--- src/rtl/lsu_mem_ctrl_if.sv ---
// Request/response and data-memory bus of the MEM-stage load/store unit.
// master = pipeline plus memory side, slave = lsu_mem_ctrl.
interface lsu_mem_ctrl_if;
    logic        req_valid;
    logic        req_ready;
    logic        req_store;
    logic [2:0]  req_funct3;
    logic [31:0] req_addr;
    logic [31:0] req_wdata;
    logic        rsp_valid;
    logic [31:0] rsp_rdata;
    logic        rsp_err;
    logic [31:0] ALUResult;
    logic [31:0] WriteWord;
    logic [7:0]  WriteByte;
    logic [1:0]  Write_EN;
    logic [31:0] Read_Data;

    modport master (
        output req_valid, req_store, req_funct3, req_addr, req_wdata, Read_Data,
        input  req_ready, rsp_valid, rsp_rdata, rsp_err,
        input  ALUResult, WriteWord, WriteByte, Write_EN
    );

    modport slave (
        input  req_valid, req_store, req_funct3, req_addr, req_wdata, Read_Data,
        output req_ready, rsp_valid, rsp_rdata, rsp_err,
        output ALUResult, WriteWord, WriteByte, Write_EN
    );
endinterface

--- src/rtl/lsu_mem_ctrl.sv ---
// RV32I load/store sequencer for the Mem_Datos port: one request per handshake,
// SH split into two byte writes, loads extended and returned on a one-cycle pulse.
module lsu_mem_ctrl #(
    parameter int unsigned READ_LAT = 1
) (
    input logic           CLK,
    input logic           RST,
    lsu_mem_ctrl_if.slave bus
);
    typedef enum logic [2:0] {IDLE, ST_WORD, ST_LO, ST_HI, RD_WAIT, RESP} state_t;

    state_t      state_q, state_n;
    logic [2:0]  cnt_q, cnt_n;
    logic [2:0]  f3_q, f3_n;
    logic [7:0]  hi_q, hi_n;
    logic [31:0] rdata_q, rdata_n;
    logic        err_q, err_n;

    logic        ready_n, rsp_valid_n, rsp_err_n;
    logic [31:0] rsp_rdata_n, addr_n, wword_n;
    logic [7:0]  wbyte_n;
    logic [1:0]  we_n;
    logic        legal;
    logic [31:0] ext;

    always_comb begin
        if (bus.req_store) legal = (bus.req_funct3 <= 3'd2);
        else               legal = (bus.req_funct3 != 3'd3) && (bus.req_funct3 < 3'd6);
    end

    always_comb begin
        case (f3_q)
            3'd0:    ext = {{24{bus.Read_Data[7]}}, bus.Read_Data[7:0]};
            3'd1:    ext = {{16{bus.Read_Data[15]}}, bus.Read_Data[15:0]};
            3'd4:    ext = {24'h0, bus.Read_Data[7:0]};
            3'd5:    ext = {16'h0, bus.Read_Data[15:0]};
            default: ext = bus.Read_Data;
        endcase
    end

    always_comb begin
        state_n     = state_q;
        cnt_n       = cnt_q;
        f3_n        = f3_q;
        hi_n        = hi_q;
        rdata_n     = rdata_q;
        err_n       = err_q;
        rsp_valid_n = 1'b0;
        rsp_err_n   = 1'b0;
        rsp_rdata_n = bus.rsp_rdata;
        addr_n      = bus.ALUResult;
        wword_n     = bus.WriteWord;
        wbyte_n     = bus.WriteByte;
        we_n        = 2'd0;
        unique case (state_q)
            IDLE: begin
                if (bus.req_valid) begin
                    f3_n    = bus.req_funct3;
                    hi_n    = bus.req_wdata[15:8];
                    rdata_n = '0;
                    err_n   = 1'b0;
                    cnt_n   = '0;
                    if (!legal) begin
                        err_n   = 1'b1;
                        state_n = RESP;
                    end else if (bus.req_store) begin
                        addr_n = bus.req_addr;
                        if (bus.req_funct3 == 3'd2) begin
                            state_n = ST_WORD;
                            wword_n = bus.req_wdata;
                            we_n    = 2'd1;
                        end else begin
                            state_n = ST_LO;
                            wbyte_n = bus.req_wdata[7:0];
                            we_n    = 2'd2;
                        end
                    end else begin
                        addr_n  = bus.req_addr;
                        state_n = RD_WAIT;
                    end
                end
            end
            ST_WORD: state_n = RESP;
            ST_LO: begin
                // SH: second byte goes to the next address, wrapping at 2^32
                if (f3_q == 3'd1) begin
                    state_n = ST_HI;
                    addr_n  = bus.ALUResult + 32'd1;
                    wbyte_n = hi_q;
                    we_n    = 2'd2;
                end else begin
                    state_n = RESP;
                end
            end
            ST_HI: state_n = RESP;
            RD_WAIT: begin
                if (cnt_q == 3'(READ_LAT)) begin
                    rdata_n = ext;
                    state_n = RESP;
                end else begin
                    cnt_n = cnt_q + 3'd1;
                end
            end
            RESP: begin
                state_n     = IDLE;
                rsp_valid_n = 1'b1;
                rsp_rdata_n = rdata_q;
                rsp_err_n   = err_q;
            end
            default: state_n = IDLE;
        endcase
        ready_n = (state_n == IDLE);
    end

    always_ff @(posedge CLK) begin
        if (RST) begin
            state_q       <= IDLE;
            cnt_q         <= '0;
            f3_q          <= '0;
            hi_q          <= '0;
            rdata_q       <= '0;
            err_q         <= 1'b0;
            bus.req_ready <= 1'b1;
            bus.rsp_valid <= 1'b0;
            bus.rsp_err   <= 1'b0;
            bus.rsp_rdata <= '0;
            bus.ALUResult <= '0;
            bus.WriteWord <= '0;
            bus.WriteByte <= '0;
            bus.Write_EN  <= '0;
        end else begin
            state_q       <= state_n;
            cnt_q         <= cnt_n;
            f3_q          <= f3_n;
            hi_q          <= hi_n;
            rdata_q       <= rdata_n;
            err_q         <= err_n;
            bus.req_ready <= ready_n;
            bus.rsp_valid <= rsp_valid_n;
            bus.rsp_err   <= rsp_err_n;
            bus.rsp_rdata <= rsp_rdata_n;
            bus.ALUResult <= addr_n;
            bus.WriteWord <= wword_n;
            bus.WriteByte <= wbyte_n;
            bus.Write_EN  <= we_n;
        end
    end
endmodule

--- src/flat_wrapper.sv ---
// flat-port wrapper written by rule: the top's interface ports become plain ports
module lsu_mem_ctrl_flat 
#(
    parameter int unsigned READ_LAT = 1
)
  (CLK, RST, bus_req_valid, bus_req_store, bus_req_funct3, bus_req_addr, bus_req_wdata, bus_Read_Data, bus_req_ready, bus_rsp_valid, bus_rsp_rdata, bus_rsp_err, bus_ALUResult, bus_WriteWord, bus_WriteByte, bus_Write_EN);
  lsu_mem_ctrl_if bus_i ();
  input logic CLK;
  input logic RST;
  input wire logic [$bits(bus_i.req_valid)-1:0] bus_req_valid;
  input wire logic [$bits(bus_i.req_store)-1:0] bus_req_store;
  input wire logic [$bits(bus_i.req_funct3)-1:0] bus_req_funct3;
  input wire logic [$bits(bus_i.req_addr)-1:0] bus_req_addr;
  input wire logic [$bits(bus_i.req_wdata)-1:0] bus_req_wdata;
  input wire logic [$bits(bus_i.Read_Data)-1:0] bus_Read_Data;
  output wire logic [$bits(bus_i.req_ready)-1:0] bus_req_ready;
  output wire logic [$bits(bus_i.rsp_valid)-1:0] bus_rsp_valid;
  output wire logic [$bits(bus_i.rsp_rdata)-1:0] bus_rsp_rdata;
  output wire logic [$bits(bus_i.rsp_err)-1:0] bus_rsp_err;
  output wire logic [$bits(bus_i.ALUResult)-1:0] bus_ALUResult;
  output wire logic [$bits(bus_i.WriteWord)-1:0] bus_WriteWord;
  output wire logic [$bits(bus_i.WriteByte)-1:0] bus_WriteByte;
  output wire logic [$bits(bus_i.Write_EN)-1:0] bus_Write_EN;
  assign bus_i.req_valid = bus_req_valid;
  assign bus_i.req_store = bus_req_store;
  assign bus_i.req_funct3 = bus_req_funct3;
  assign bus_i.req_addr = bus_req_addr;
  assign bus_i.req_wdata = bus_req_wdata;
  assign bus_i.Read_Data = bus_Read_Data;
  assign bus_req_ready = bus_i.req_ready;
  assign bus_rsp_valid = bus_i.rsp_valid;
  assign bus_rsp_rdata = bus_i.rsp_rdata;
  assign bus_rsp_err = bus_i.rsp_err;
  assign bus_ALUResult = bus_i.ALUResult;
  assign bus_WriteWord = bus_i.WriteWord;
  assign bus_WriteByte = bus_i.WriteByte;
  assign bus_Write_EN = bus_i.Write_EN;
  lsu_mem_ctrl #(.READ_LAT(READ_LAT)) u_core (.CLK(CLK), .RST(RST), .bus(bus_i));
endmodule
--- config.mk ---
export PLATFORM = sky130hd
export DESIGN_NAME = lsu_mem_ctrl_flat
export DESIGN_NICKNAME = d
export VERILOG_FILES = /design/src/rtl/lsu_mem_ctrl_if.sv /design/src/rtl/lsu_mem_ctrl.sv /design/src/flat_wrapper.sv
export SDC_FILE = /design/constraint.sdc
export NUM_CORES = 1
export LEC_CHECK = 0
export ABC_AREA = 1
export CORE_MARGIN = 2
export CORE_UTILIZATION = 48
export DETAILED_ROUTE_END_ITERATION = 16
export PLACE_DENSITY = 0.84
export SYNTH_ARGS = -nofsm -noshare
export SYNTH_HDL_FRONTEND = slang
export SYNTH_SLANG_ARGS = --single-unit
--- constraint.sdc ---
create_clock -name CLK -period 2.4 [get_ports CLK]
set_clock_uncertainty 0.2 [all_clocks]
set_input_delay 0.36 -clock CLK [delete_from_list [all_inputs] [get_ports CLK]]
set_output_delay 0.36 -clock CLK [all_outputs]
set_load 0.01 [all_outputs]
==> run_results.csv <==
group,metric,value,unit
setup_path,worstPathRequired,1.84,ns
cts,clk_pin_slew,0.06,ns
finish,final_util,0.690,
cts,post_cts_buffers,0,
cts,cts_root_buf,"clkbuf_16",
routing,firstDrtPassIters,5,
setup_path,cp_num_buf_inv,1,
synth,synth-seq-area-share,0.440,
setup_path,crit_path_max_fanout,7,
run_status,status,"completed",
synth,synth_fp_nets,1155,
placed_design,dp_hpwl,14.2,mm
routing,ant_nets,0,
timing,min_period_over_period,0.869,
timing,clock.fmax,480,MHz
synth,synthCells,1049,
pwr,vdd_drop_max,0.591,mV
routing,drc,0,
global_routing,grt_max_degree,67,
floorplanning,coreArea,0.0146,mm^2
timing,slew_headroom,0.577,
placed_design,gp_congestion,0.929,
floorplanning,die_w,127,um
timing,worst_slew_pin_slew,0.635,ns
synth,synth_area_per_cell,6.89,um^2
global_routing,grt_first_pass_wirelength,32.8,mm
global_routing,grt-ovfl-total,0,
setup_path,rrSetupSlack,0.38,ns
pwr,leakagePower,0.00379,uW
setup_path,critPathArrivalTime,1.52,ns
hold_path,hp-class,"in -> reg",
finish,fillers,1232,
synth,ys_types,36,
global_routing,grt_usage,0.251,
timing,finalMaxSlewViolations,0,
pwr,powerDensity,752,mW/mm^2
setup_path,timing.rr.start,"u_core.bus.ALUResult[0]",
floorplanning,row_count,44,
timing,period_needed,2.08,ns
timing,setup_viol,0,
setup_path,crit_start,"u_core.bus.ALUResult[21]",
cts,clk_path_buf_depth,2,
timing,tns,0,ns
finish,diodes,0,
setup_path,crit_family,"buffers and inverters",
finish,final_nets,1348,
setup_path,start_kind,"register",
synth,synth_seq_cells,159,
timing,grt_setup_unrepaired,"no",
synth,syn_area,0.00723,mm^2
placed_design,pre_cts_ws,0.182,ns
setup_path,max_stage_delay,0.60,ns
cts,postCtsResizedCells,0,
global_routing,grt_pass1_vias,6746,
routing,drt_wl_total,20.4,mm
pwr,total_power,7600,uW
routing,wire_per_inst,14.1,um
setup_path,crit_type,"reg -> out",
cts,clk_latency,0.43,ns
setup_path,worstSetupPathDepth,1,
floorplanning,dieHeight,127,um
setup_path,rr_worst_depth,10,
finish,drive_gt1_frac,0.0805,
setup_path,critical-path-slowest-cell,"clkdlybuf4s50_1",
cts,h-tree-depth,4,
routing,via_per_inst,5.16,
floorplanning,io_pins,212,
floorplanning,start_util,0.494,
routing,drt_iter0_markers,546,
synth,ys.warnings.count,0,
setup_path,worstSetupEndpoint,"bus_ALUResult[21]",
setup_path,regToRegEndpoint,"u_core.bus.ALUResult[10]",
placed_design,port_buffers,211,
finish,fin_cells,1439,
setup_path,critPathCaptureType,"output pin",
cts,cts.sinks,159,
setup_path,cp_cell_sequence,"clkdlybuf4s50_1",
routing,num_vias,7429,
global_routing,antenna_found_initial,0,
timing,layout_setup_ws,0.315,ns
cts,cts_tree,"yes",
run,cap_viol_max_count,0,
floorplanning,die-area,0.0161,mm^2
cts,cts_hold_buffers,0,
placed_design,dp.cells,1407,
cts,numCtsBuffers,17,
finish,syn_to_final_growth,39.7,%
timing,finalHoldViolCount,0,
finish,final_cell_mix,"nand2_1, clkdlybuf4s50_1, dfxtp_1, nor2_1, a21oi_1",
finish,final_common_cell,"nand2_1",
## worst min-delay path by stage
| stage | cells past startpoint | endpoint | start |
|---|---|---|---|
| global route | 4 | u_core.bus.rsp_rdata[14] | RST |
| detailed placement | 2 | u_core.bus.rsp_rdata[12] | u_core.bus.rsp_rdata[12] |
| CTS | 4 | u_core.bus.rsp_rdata[13] | RST |
| global placement | 2 | u_core.bus.rsp_rdata[17] | u_core.bus.rsp_rdata[17] |
| floorplan | 2 | u_core.bus.rsp_err | u_core.err_q |
| finish | 4 | u_core.bus.rsp_rdata[13] | RST |
## report_power, final
part / total [uW] / internal (uW) / switching (uW)
clock: 2770 / 1650 / 1120
combinational: 1690 / 811 / 878
sequential: 3130 / 2880 / 250
## registers in the layout, indices dropped and copies added (netlist names)
name                  flops
u_core.bus.ALUResult     32
u_core.bus.rsp_valid      1
u_core.bus.Write_EN       2
u_core.state_q            3
u_core.f3_q               3
u_core.bus.WriteWord     32
u_core.bus.rsp_err        1
u_core.bus.rsp_rdata     32
u_core.bus.req_ready      1
u_core.hi_q               8
u_core.cnt_q              3
u_core.rdata_q           32
u_core.err_q              1
u_core.bus.WriteByte      8
## layout make-up
class | count | area, um^2 | area share
Inverter | 102 | 385 | 0.0381
Clock inverter | 11 | 129 | 0.0128
Tap cell | 184 | 230 | 0.0228
Timing Repair Buffer | 227 | 2290 | 0.227
Sequential cell | 159 | 3180 | 0.315
Clock buffer | 21 | 480 | 0.0475
Multi-Input combinational cell | 735 | 3410 | 0.337
## per-layer routing
metal / global-route usage / share of wire
met4: 0.0905 / 0.025
met1: 0.316 / 0.43
met2: 0.409 / 0.46
met3: 0.0776 / 0.086
met5: 0 / 0
## stage by stage
stage	area, um^2	hold slack, ns
CTS	10100	0.127
detailed placement	9500	0.234
floorplan	7230	0.225
finish	10100	0.140
global route	10100	0.170
global placement	9500	0.229
## synthesized netlist by cell type
master / n / share of area
nand2_1: 249 / 0.13
dfxtp_1: 159 / 0.44
nor2_1: 140 / 0.073
a21oi_1: 101 / 0.070
o21ai_0: 99 / 0.069
inv_1: 92 / 0.048
nand3_1: 51 / 0.035
clkbuf_1: 28 / 0.015
o21ai_1: 22 / 0.015
or2_2: 18 / 0.016
buf_2: 13 / 0.0090
buf_4: 10 / 0.010
a31oi_1: 9 / 0.0078
inv_2: 9 / 0.0047
nand2_2: 7 / 0.0061
nor2_4: 6 / 0.0093
nand4_1: 4 / 0.0035
nor3_1: 4 / 0.0028
ha_1: 3 / 0.0052
o211a_1: 3 / 0.0042
o22ai_1: 3 / 0.0026
nand3b_1: 2 / 0.0021
nor2_2: 2 / 0.0017
nor3b_1: 2 / 0.0021
o21ai_2: 2 / 0.0024
a21oi_4: 1 / 0.0023
buf_1: 1 / 0.00052
buf_6: 1 / 0.0016
inv_4: 1 / 0.00087
nand2_4: 1 / 0.0016
nand3_4: 1 / 0.0024
nand4_2: 1 / 0.0017
nand4_4: 1 / 0.0029
o211ai_1: 1 / 0.0010
xnor2_1: 1 / 0.0012
xor2_1: 1 / 0.0012
## kinds of logic after synthesis
kind of cell,Yosys count,share of synthesized area
fa+ha+maj,3,0.00519
buf+inv,155,0.0893
simple gates,489,0.289
compound gates,241,0.174
xor+xnor,2,0.00242
flops,159,0.440
Power figures use the tool's default switching activity.
